--- config.mk ---
export PLATFORM = sky130hd
export DESIGN_NAME = path_replayer
export DESIGN_NICKNAME = d
export VERILOG_FILES = /design/src/rtl/ratmaze_pkg.sv /design/src/rtl/loc_step_decoder.sv /design/src/rtl/path_replayer.sv
export SDC_FILE = /design/constraint.sdc
export NUM_CORES = 1
export LEC_CHECK = 0
export ABC_AREA = 1
export BUFFER_PORTS_ARGS = -buffer_cell sky130_fd_sc_hd__buf_2
export CORE_MARGIN = 4
export CORE_UTILIZATION = 58
export CTS_CLUSTER_DIAMETER = 120
export CTS_CLUSTER_SIZE = 25
export DETAILED_ROUTE_END_ITERATION = 12
export GPL_TIMING_DRIVEN = 0
export PLACE_DENSITY = 0.9
export RECOVER_POWER = 50
export SKIP_CTS_REPAIR_TIMING = 1
export SLEW_MARGIN = 20
export SYNTH_ARGS = -nofsm -noshare
export SYNTH_HDL_FRONTEND = slang
export SYNTH_HIERARCHICAL = 1
export SYNTH_SLANG_ARGS = --single-unit
--- constraint.sdc ---
create_clock -name clk -period 2.4 [get_ports clk]
set_clock_uncertainty 0.1 [all_clocks]
set_input_delay 0.24 -clock clk [delete_from_list [all_inputs] [get_ports clk]]
set_output_delay 0.24 -clock clk [all_outputs]
set_load 0.005 [all_outputs]
--- src/rtl/ratmaze_pkg.sv ---
// rtl/ratmaze_pkg.sv - shared rat-in-maze types, direction codes and location helpers
// Purpose : constants and helpers shared by the maze solver and the path replayer.
// Contents: LOC_W / HALF_W location geometry, DIR_* move codes, replayer state
//           encoding, loc_row / loc_col field extractors.
package ratmaze_pkg;

    localparam int LOC_W  = 8;
    localparam int HALF_W = LOC_W / 2;

    localparam logic [1:0] DIR_UP    = 2'b00;
    localparam logic [1:0] DIR_RIGHT = 2'b01;
    localparam logic [1:0] DIR_LEFT  = 2'b10;
    localparam logic [1:0] DIR_DOWN  = 2'b11;

    typedef enum logic [2:0] {
        PR_IDLE = 3'd0,
        PR_RD   = 3'd1,
        PR_LAT  = 3'd2,
        PR_EMIT = 3'd3,
        PR_DONE = 3'd4
    } pr_state_t;

    function automatic logic [HALF_W-1:0] loc_row(input logic [LOC_W-1:0] l);
        return l[LOC_W-1:HALF_W];
    endfunction

    function automatic logic [HALF_W-1:0] loc_col(input logic [LOC_W-1:0] l);
        return l[HALF_W-1:0];
    endfunction

endpackage

--- src/rtl/loc_step_decoder.sv ---
// rtl/loc_step_decoder.sv - combinational (prev, curr) cell pair to move direction and adjacency
// Purpose : decode the move between two maze cells; shared with the solver datapath.
// Ports   : i_prev  in  LOC_W  source cell {row, col}
//           i_curr  in  LOC_W  destination cell {row, col}
//           o_dir   out 2      row change wins over column change; same cell gives DIR_UP
//           o_adj   out 1      1 when the cells are exactly one orthogonal step apart
module loc_step_decoder
    import ratmaze_pkg::*;
(
    input  logic [LOC_W-1:0] i_prev,
    input  logic [LOC_W-1:0] i_curr,
    output logic [1:0]       o_dir,
    output logic             o_adj
);

    logic [HALF_W-1:0] w_pr;
    logic [HALF_W-1:0] w_pc;
    logic [HALF_W-1:0] w_cr;
    logic [HALF_W-1:0] w_cc;
    logic              w_row_step;
    logic              w_col_step;

    localparam logic [HALF_W:0] STEP_ONE = {{HALF_W{1'b0}}, 1'b1};

    assign w_pr = loc_row(i_prev);
    assign w_pc = loc_col(i_prev);
    assign w_cr = loc_row(i_curr);
    assign w_cc = loc_col(i_curr);

    // One extra bit so the grid edges (0 and all-ones) never look like neighbours.
    assign w_row_step = ({1'b0, w_cr} == ({1'b0, w_pr} + STEP_ONE)) ||
                        ({1'b0, w_pr} == ({1'b0, w_cr} + STEP_ONE));
    assign w_col_step = ({1'b0, w_cc} == ({1'b0, w_pc} + STEP_ONE)) ||
                        ({1'b0, w_pc} == ({1'b0, w_cc} + STEP_ONE));

    assign o_adj = ((w_cr == w_pr) && w_col_step) || ((w_cc == w_pc) && w_row_step);

    always_comb begin
        o_dir = DIR_UP;
        if (w_cr < w_pr) begin
            o_dir = DIR_UP;
        end else if (w_cr > w_pr) begin
            o_dir = DIR_DOWN;
        end else if (w_cc > w_pc) begin
            o_dir = DIR_RIGHT;
        end else if (w_cc < w_pc) begin
            o_dir = DIR_LEFT;
        end
    end

endmodule

--- src/rtl/path_replayer.sv ---
// rtl/path_replayer.sv - replays the solver path store bottom-to-top as a stream of moves
// Purpose : after a solve, read the path store from start cell to goal cell and emit one
//           move beat (destination cell + direction) per adjacent pair over valid/ready.
// Option  : PATH_CHECK_EN - when defined, a non-adjacent cell pair sets sticky err and ends
//           the replay without emitting that beat; when undefined err is tied to 0.
// Ports   : clk, rst (sync, active high); run starts a replay from IDLE or DONE;
//           pathLen entry count, clamped to 2**ADDR_W and latched on an accepted run;
//           memRd/memAddr read port, memData returns one cycle after memRd;
//           valid/ready/loc/dir move stream; move pulses on each accepted beat;
//           done held until the next accepted run; err sticky non-adjacency flag.
module path_replayer #(
    parameter int ADDR_W = 8,
    parameter int LOC_W  = ratmaze_pkg::LOC_W
) (
    input  logic              clk,
    input  logic              rst,
    input  logic              run,
    input  logic [ADDR_W:0]   pathLen,
    output logic              memRd,
    output logic [ADDR_W-1:0] memAddr,
    input  logic [LOC_W-1:0]  memData,
    output logic              valid,
    input  logic              ready,
    output logic [LOC_W-1:0]  loc,
    output logic [1:0]        dir,
    output logic              move,
    output logic              done,
    output logic              err
);

    import ratmaze_pkg::*;

    localparam logic [ADDR_W:0] MAX_LEN = {1'b1, {ADDR_W{1'b0}}};
    localparam logic [ADDR_W:0] IDX_ONE = {{ADDR_W{1'b0}}, 1'b1};
    localparam logic [ADDR_W:0] IDX_TWO = {{(ADDR_W-1){1'b0}}, 2'b10};

    pr_state_t        r_state;
    pr_state_t        w_next;
    logic [ADDR_W:0]  r_len;
    logic [ADDR_W:0]  r_idx;
    logic [LOC_W-1:0] r_prev;
    logic [LOC_W-1:0] r_curr;
    logic [1:0]       r_dir;

    logic [ADDR_W:0]  w_len_clamped;
    logic             w_last;
    logic [1:0]       w_dir;
    logic             w_adj;
    logic             w_valid;
    logic             w_rd;
    logic             w_move;
    logic             w_done;
    logic             w_pair_ok;

    assign w_len_clamped = (pathLen > MAX_LEN) ? MAX_LEN : pathLen;
    // Only evaluated in EMIT, where r_len >= 2, so the subtraction never underflows.
    assign w_last        = (r_idx == (r_len - IDX_ONE));

    // Decodes against memData directly so dir is ready at the end of LAT.
    loc_step_decoder u_step (
        .i_prev (r_prev),
        .i_curr (memData),
        .o_dir  (w_dir),
        .o_adj  (w_adj)
    );

`ifdef PATH_CHECK_EN
    logic r_err;
    assign w_pair_ok = w_adj;
    assign err       = r_err;
`else
    logic w_unused_adj;
    assign w_unused_adj = w_adj;
    assign w_pair_ok    = 1'b1;
    assign err          = 1'b0;
`endif

    always_comb begin
        w_next  = r_state;
        w_valid = 1'b0;
        w_rd    = 1'b0;
        w_move  = 1'b0;
        w_done  = 1'b0;
        case (r_state)
            PR_IDLE, PR_DONE: begin
                w_done = (r_state == PR_DONE);
                if (run) begin
                    w_next = (w_len_clamped < IDX_TWO) ? PR_DONE : PR_RD;
                end
            end
            PR_RD: begin
                w_rd   = 1'b1;
                w_next = PR_LAT;
            end
            PR_LAT: begin
                if (r_idx == '0) begin
                    w_next = PR_RD;
                end else begin
                    w_next = w_pair_ok ? PR_EMIT : PR_DONE;
                end
            end
            PR_EMIT: begin
                w_valid = 1'b1;
                if (ready) begin
                    w_move = 1'b1;
                    w_next = w_last ? PR_DONE : PR_RD;
                end
            end
            default: w_next = PR_IDLE;
        endcase
    end

    always_ff @(posedge clk) begin
        if (rst) begin
            r_state <= PR_IDLE;
            r_len   <= '0;
            r_idx   <= '0;
            r_prev  <= '0;
            r_curr  <= '0;
            r_dir   <= DIR_UP;
`ifdef PATH_CHECK_EN
            r_err   <= 1'b0;
`endif
        end else begin
            r_state <= w_next;
            case (r_state)
                PR_IDLE, PR_DONE: begin
                    if (run) begin
                        r_len <= w_len_clamped;
                        r_idx <= '0;
`ifdef PATH_CHECK_EN
                        r_err <= 1'b0;
`endif
                    end
                end
                PR_LAT: begin
                    if (r_idx == '0) begin
                        r_prev <= memData;
                        r_idx  <= IDX_ONE;
                    end else if (w_pair_ok) begin
                        r_curr <= memData;
                        r_dir  <= w_dir;
                    end else begin
`ifdef PATH_CHECK_EN
                        r_err  <= 1'b1;
`endif
                    end
                end
                PR_EMIT: begin
                    if (ready) begin
                        r_prev <= r_curr;
                        if (!w_last) begin
                            r_idx <= r_idx + IDX_ONE;
                        end
                    end
                end
                default: ;
            endcase
        end
    end

    assign memRd   = w_rd;
    assign memAddr = r_idx[ADDR_W-1:0];
    assign valid   = w_valid;
    assign move    = w_move;
    assign done    = w_done;
    assign loc     = r_curr;
    assign dir     = r_dir;

endmodule
## Word level (Yosys, flattened, before mapping)

Cells that the tools add are included.

| word-level totals | value |
|---|---|
| register bits after elaboration | 39 |
| input bits | 21 |
| output and inout bits | 23 |
| word-level logic and storage cells | 58 |

| operators by class | value |
|---|---|
| $add $sub $neg | 2 |
| magnitude comparators | 6 |
| equality and inequality tests | 9 |
| muxes and demuxes | 24 |
| bitwise operators | 1 |
| reductions and logical operators | 10 |

Operator list:

| operator | number |
|---|---|
| 9-bit two-way mux | 5 |
| 9-bit case mux with 3 select lines | 1 |
| 8-bit two-way mux | 2 |
| 8-bit case mux with 2 select lines | 1 |
| 3-bit two-way mux | 4 |
| 3-bit case mux with 4 select lines | 1 |
| 2-bit two-way mux | 5 |
| 9-bit by 1-bit adder with 9-bit output, second input constant | 1 |
| 9-bit equality test | 1 |
| 9-bit greater-than comparator, second input constant | 1 |
| 9-bit zero test | 1 |
| 9-bit by 2-bit < comparator with 1-bit output, second input constant | 1 |
| 9-bit by 1-bit subtractor with 9-bit output, second input constant | 1 |
| 4-bit greater-than comparator | 2 |
| 4-bit < comparator | 2 |
| 2-bit != test, second input constant | 4 |
| 3-bit by 2-bit equality test with 1-bit output, second input constant | 2 |
| 2-bit AND reduction | 3 |
| 1-bit two-way mux | 5 |
| 5-bit AND reduction | 1 |
| 3-bit by 1-bit equality test with 1-bit output, second input constant | 1 |
| 3-bit equality test, second input constant | 1 |
| 3-bit zero test | 1 |
| 3-bit AND reduction | 1 |
| 4 further kinds | 4 |

## Longest topological paths before layout

| depth | value |
|---|---|
| depth after elaboration | 6 |
| gate-level depth with buffers | 15 |

## Hierarchy

Netlist, hierarchy kept.

Modules (own cells, without submodules):

| module | times used | cells each | area each (µm²) | sequential area each (µm²) |
|---|---|---|---|---|
| path_replayer | 1 | 360 | 2353.5 | 780.7 |
| loc_step_decoder | 1 | 128 | 638.1 | 0.0 |

## Worst setup path before layout

OpenSTA, ideal clock, no wires.

| timing | value |
|---|---|
| path kind | flip-flop to flip-flop |
| from | register r_len[0] |
| to | register r_state[2] |
| library setup time | 67 ps |
| arrival time | 1627 ps |
| required time | 2233 ps |
| slack | 606 ps |
| stages on the path, launching flop included | 16 |
| buffers on the path | 1 |
| path through | dfxtp_1 inv_1 ha_1 inv_1 nand2_1 nand2_1 nor2_1 o21ai_0 nor2_1 nand2_1 nor2_1 nand3_2 buf_6 nand2_2 nand2_1 a21oi_2 |

| on the way | value |
|---|---|
| word-level cells in the longest chain between the ends | 5 |

RTL lines:

| what | RTL line | text |
|---|---|---|
| from (decl) | path_replayer.sv:39 | `logic [ADDR_W:0] r_len;` |
| from (signal assigned) | path_replayer.sv:129 | `r_len <= w_len_clamped;` |
| 9-bit by 1-bit subtractor with 9-bit output | path_replayer.sv:57 | `assign w_last = (r_idx == (r_len - IDX_ONE));` |
| 9-bit equality test | path_replayer.sv:57 |  |
| 3-bit two-way mux | path_replayer.sv:106 | `w_next = w_last ? PR_DONE : PR_RD;` |
| 3-bit two-way mux | path_replayer.sv:104 | `if (ready) begin` |
| 3-bit case mux with 4 select lines | path_replayer.sv:84 | `case (r_state)` |
| to (signal assigned) | path_replayer.sv:125 | `r_state <= w_next;` |
| to (decl) | path_replayer.sv:37 | `pr_state_t r_state;` |

Every way passes these cells. The select of a mux whose other input is x is not followed.
A chain may end at the register's enable or synchronous reset.

## Worst setup path after layout

| timing | value |
|---|---|
| from | register r_idx[0] |
| to | register r_idx[0] |

| on the way | value |
|---|---|
| word-level cells in the longest chain between the ends | 4 |
| elaborated cells on any way between the ends | 9 |

RTL lines:

| what | RTL line | text |
|---|---|---|
| from (decl) | path_replayer.sv:40 | `logic [ADDR_W:0] r_idx;` |
| from (signal assigned) | path_replayer.sv:153 | `r_idx <= r_idx + IDX_ONE;` |
| 9-bit by 1-bit adder with 9-bit output | path_replayer.sv:153 |  |
| 9-bit two-way mux | path_replayer.sv:152 | `if (!w_last) begin` |
| 9-bit two-way mux | path_replayer.sv:150 | `if (ready) begin` |
| 9-bit case mux with 3 select lines | path_replayer.sv:126 | `case (r_state)` |

Parallel ways exist; a longest one is shown, timed or not. The select of a mux whose other input is x is not followed.

==> results.md <==
Worst setup path:
- The combined buffer and inverter count along the critical path is 1.
- The library cell appearing most often on the critical path is sky130_fd_sc_hd__nand2_1.
- The startpoint type of the worst setup path is a flop.
- In this design, the largest share of critical-path delay is due to simple AND/OR/NAND/NOR gates.
- The worst setup path is captured at a flop.
- On the worst path, the slowest cell contributes a delay of 380 ps.
- The data arrival time at the worst-slack endpoint is 2190 ps.
- The largest individual stage delay along the critical path comes from the cell sky130_fd_sc_hd__dfxtp_1.
- The critical-path maximum fanout is 10.
- The signal on the critical path passes through inv_1 -> ha_1 -> nand2_1 -> nor3_1 -> nand4_1 -> nand2_1 -> o21ai_0 -> nor2_4 -> nand2_2 -> nand2_1 -> a21oi_1.
- The required time of the critical path is 2470 ps.
- The critical path start-end classification is reg2reg.

Outcome:
- The run finished with clean final reports.

Finish:
- 0 antenna diodes ended up in the layout.
- After the last flow step, the layout net total stands at 476.
- Relative to the synthesized area, the layout overhead comes to 15.40%.
- The layout has 372 filler cells.
- The layout cell share with drive strength beyond 1 is 0.1708.

Timing:
- The total count of hold-check failures in the final report is 0.
- Setup repair after global routing left no endpoint under its margin.
- Of the available clock period, the critical path in the final layout requires 0.8857.
- The shortest clock period the worst path allows after layout is 2126 ps.
- The number of max-slew violations in the final report came to 0.
- The fmax is 470.4 MHz.
- The slew at the pin closest to its max-slew limit is 548.3 ps.
- The total negative slack is 0 ps.
- The number of setup violations in the final report is 0.
- Headroom to the max-slew limit came out at 0.6306.
- Hold timing on the final database bottoms out at a slack of 108.7 ps.

Floorplanning:
- The starting density of the core is 0.6196.
- The die is 74.54 microns tall.
- The floorplan has 23 rows.
- The core outline area is 4144 sq um.
- In this run the count of I/O pins placed on the die edge is 44.
- The die area is 5555 sq um.
- The die span in x is 74.54 microns.

Drt:
- After detailed routing, the number of vias per cell comes to 5.301.
- Detailed routing inserted a total of 2624 vias.
- The number of search-and-repair iterations in the first detailed-routing pass is 4.
- The detailed router's first-iteration violation count is 189.
- The total wire length after detailed routing is 6061 microns.
- The average wire per standard cell is 12.24 microns.
- The count of antenna-violating nets left after detailed routing is 0.
- After detailed routing, the number of remaining DRC violations is 0.

Worst hold path:
- In this run the worst hold path is classified as in2reg.

Placed design:
- During placement, the flow inserted port buffers numbering 42.
- Summed over all nets, the half-perimeter wirelength after detailed placement is 4641 microns.
- At the end of routability-driven placement, the weighted congestion stood at 0.8855.

Global routing:
- The pin count of the biggest net entering global routing is 13.
- Global routing finished with a remaining overflow of 0.
- The met3 track demand over resource in global routing is 0.04324.
- For this run, global-route usage on met1 was measured as 0.2854.
- For this run, global-route usage on met2 was measured as 0.4361.
- The number of antenna violations at the first check in global routing is 0.
- The first global-routing pass estimated 10490 microns of wire.
- The number of global-route vias before repair was 2481.
- The all-layer global routing usage is 0.2416.
- The layer carrying the most global-route usage is met2.

Synthesis:
- The cell count after synthesis is 395.
- The mean instance size in the synthesized netlist is 6.500 sq um.
- The post-synthesis net count is 427.
- The cell area that synthesis handed to floorplanning was 2567 sq um.
- During synthesis, Yosys emitted a total of 6 warnings.

Flow run:
- Max-cap violations in this run came to 0.

Clocking:
- The clock latency reported for the late side of the worst-skew pair is 300 ps.
- The clock slew seen by the registers of the worst setup and hold paths is 80 ps.
- The root buffer cell is sky130_fd_sc_hd__clkbuf_8.
- The clock sink total is 39.
- Counting along the longest clock path gives a buffer depth of 2.
- The deepest level of the CTS H-tree is 2.
- The total CTS buffers is 5.
- The TritonCTS clock tree is built.

Power and ir drop:
- In this run the static leakage power is 1.415 nW.
- The power per cell area is 605.9 nW/um^2.
- The worst supply voltage drop on vdd is 0.0005323 V.
- The design draws 1.795 mW.
## routing by layer
metal  wire (microns)  vias to the layer above
met5                0                        -
met4              119                        0
met3              277                       15
met2             3039                       71
met1             2623                     1200
li1                 -                     1338
## worst register-to-register path: cells and delay by family, from the launching register on
family          cells  cell delay (ps)
compound gates      2              220
fa+ha+maj           1              170
buf+inv             1              100
flops               1              380
simple gates        7             1010
## final timing paths
| path | startpoint | endpoint | slack, ps | depth (start not counted) |
|---|---|---|---|---|
| max reg2reg | r_idx[0]$_SDFFE_PP0P_ | r_idx[0]$_SDFFE_PP0P_ | 270 | 11 |
| min | pathLen[6] | r_len[6]$_SDFFE_PP0P_ | 110 | 3 |
| max | r_idx[0]$_SDFFE_PP0P_ | r_idx[0]$_SDFFE_PP0P_ | 270 | 11 |
| min reg2reg | dir[0]$_SDFFE_PP0P_ | dir[0]$_SDFFE_PP0P_ | 400 | 2 |
## layout by cell type, fill, tap and decap left out, types with 4 or more instances in the layout
master / count
sky130_fd_sc_hd__xor2_1: 6
sky130_fd_sc_hd__nand2_1: 86
sky130_fd_sc_hd__clkbuf_4: 7
sky130_fd_sc_hd__a21oi_1: 22
sky130_fd_sc_hd__o21ai_0: 24
sky130_fd_sc_hd__nor2_4: 4
sky130_fd_sc_hd__ha_1: 11
sky130_fd_sc_hd__inv_1: 50
sky130_fd_sc_hd__clkbuf_1: 16
sky130_fd_sc_hd__clkbuf_8: 5
sky130_fd_sc_hd__a211oi_1: 4
sky130_fd_sc_hd__dfxtp_1: 39
sky130_fd_sc_hd__inv_2: 4
sky130_fd_sc_hd__buf_2: 35
sky130_fd_sc_hd__a31oi_1: 8
sky130_fd_sc_hd__xnor2_1: 4
sky130_fd_sc_hd__nand2_2: 5
sky130_fd_sc_hd__nor2_1: 59
sky130_fd_sc_hd__nand3_1: 25
## sequential cells by signal, summed over array words and instances, names as in the netlist
name / count
loc: 8
r_state: 3
r_len: 9
dir: 2
r_idx: 9
r_prev: 8
## metrics by stage
step | setup slack (ps) | cell area, sq um | instances | util
2_1_floorplan | 605.6 | 2567 | 395 | -
3_3_place_gp | 375.7 | 2840 | 487 | 0.6854
3_5_place_dp | 316.5 | 2840 | 487 | 0.6854
4_1_cts | 294.1 | 2973 | 495 | 0.7174
5_1_grt | 91.40 | 2963 | 495 | 0.7150
6_report | 274.3 | 2963 | 495 | 0.7150
## area by class of cell
| type | instances | area [sq um] | share of cell area |
|---|---|---|---|
| plain buffers | 23 | 148.9 | 0.05025 |
| multi-input cells | 279 | 1435 | 0.4844 |
| clock inverters | 2 | 60.06 | 0.02027 |
| flip-flops and latches | 39 | 780.7 | 0.2635 |
| repair buffers | 42 | 200.2 | 0.06757 |
| well taps | 50 | 62.56 | 0.02111 |
| inverters | 54 | 202.7 | 0.06841 |
| clock buffers | 6 | 72.57 | 0.02449 |
## where the power goes
part | switching [mW] | leakage [nW] | internal, mW | total, mW
sequential | 0.0316 | 0.317 | 0.684 | 0.716
clock | 0.237 | 0.0654 | 0.416 | 0.652
combinational | 0.273 | 1.03 | 0.154 | 0.427
No activity file was read; power rests on OpenSTA's default activity.
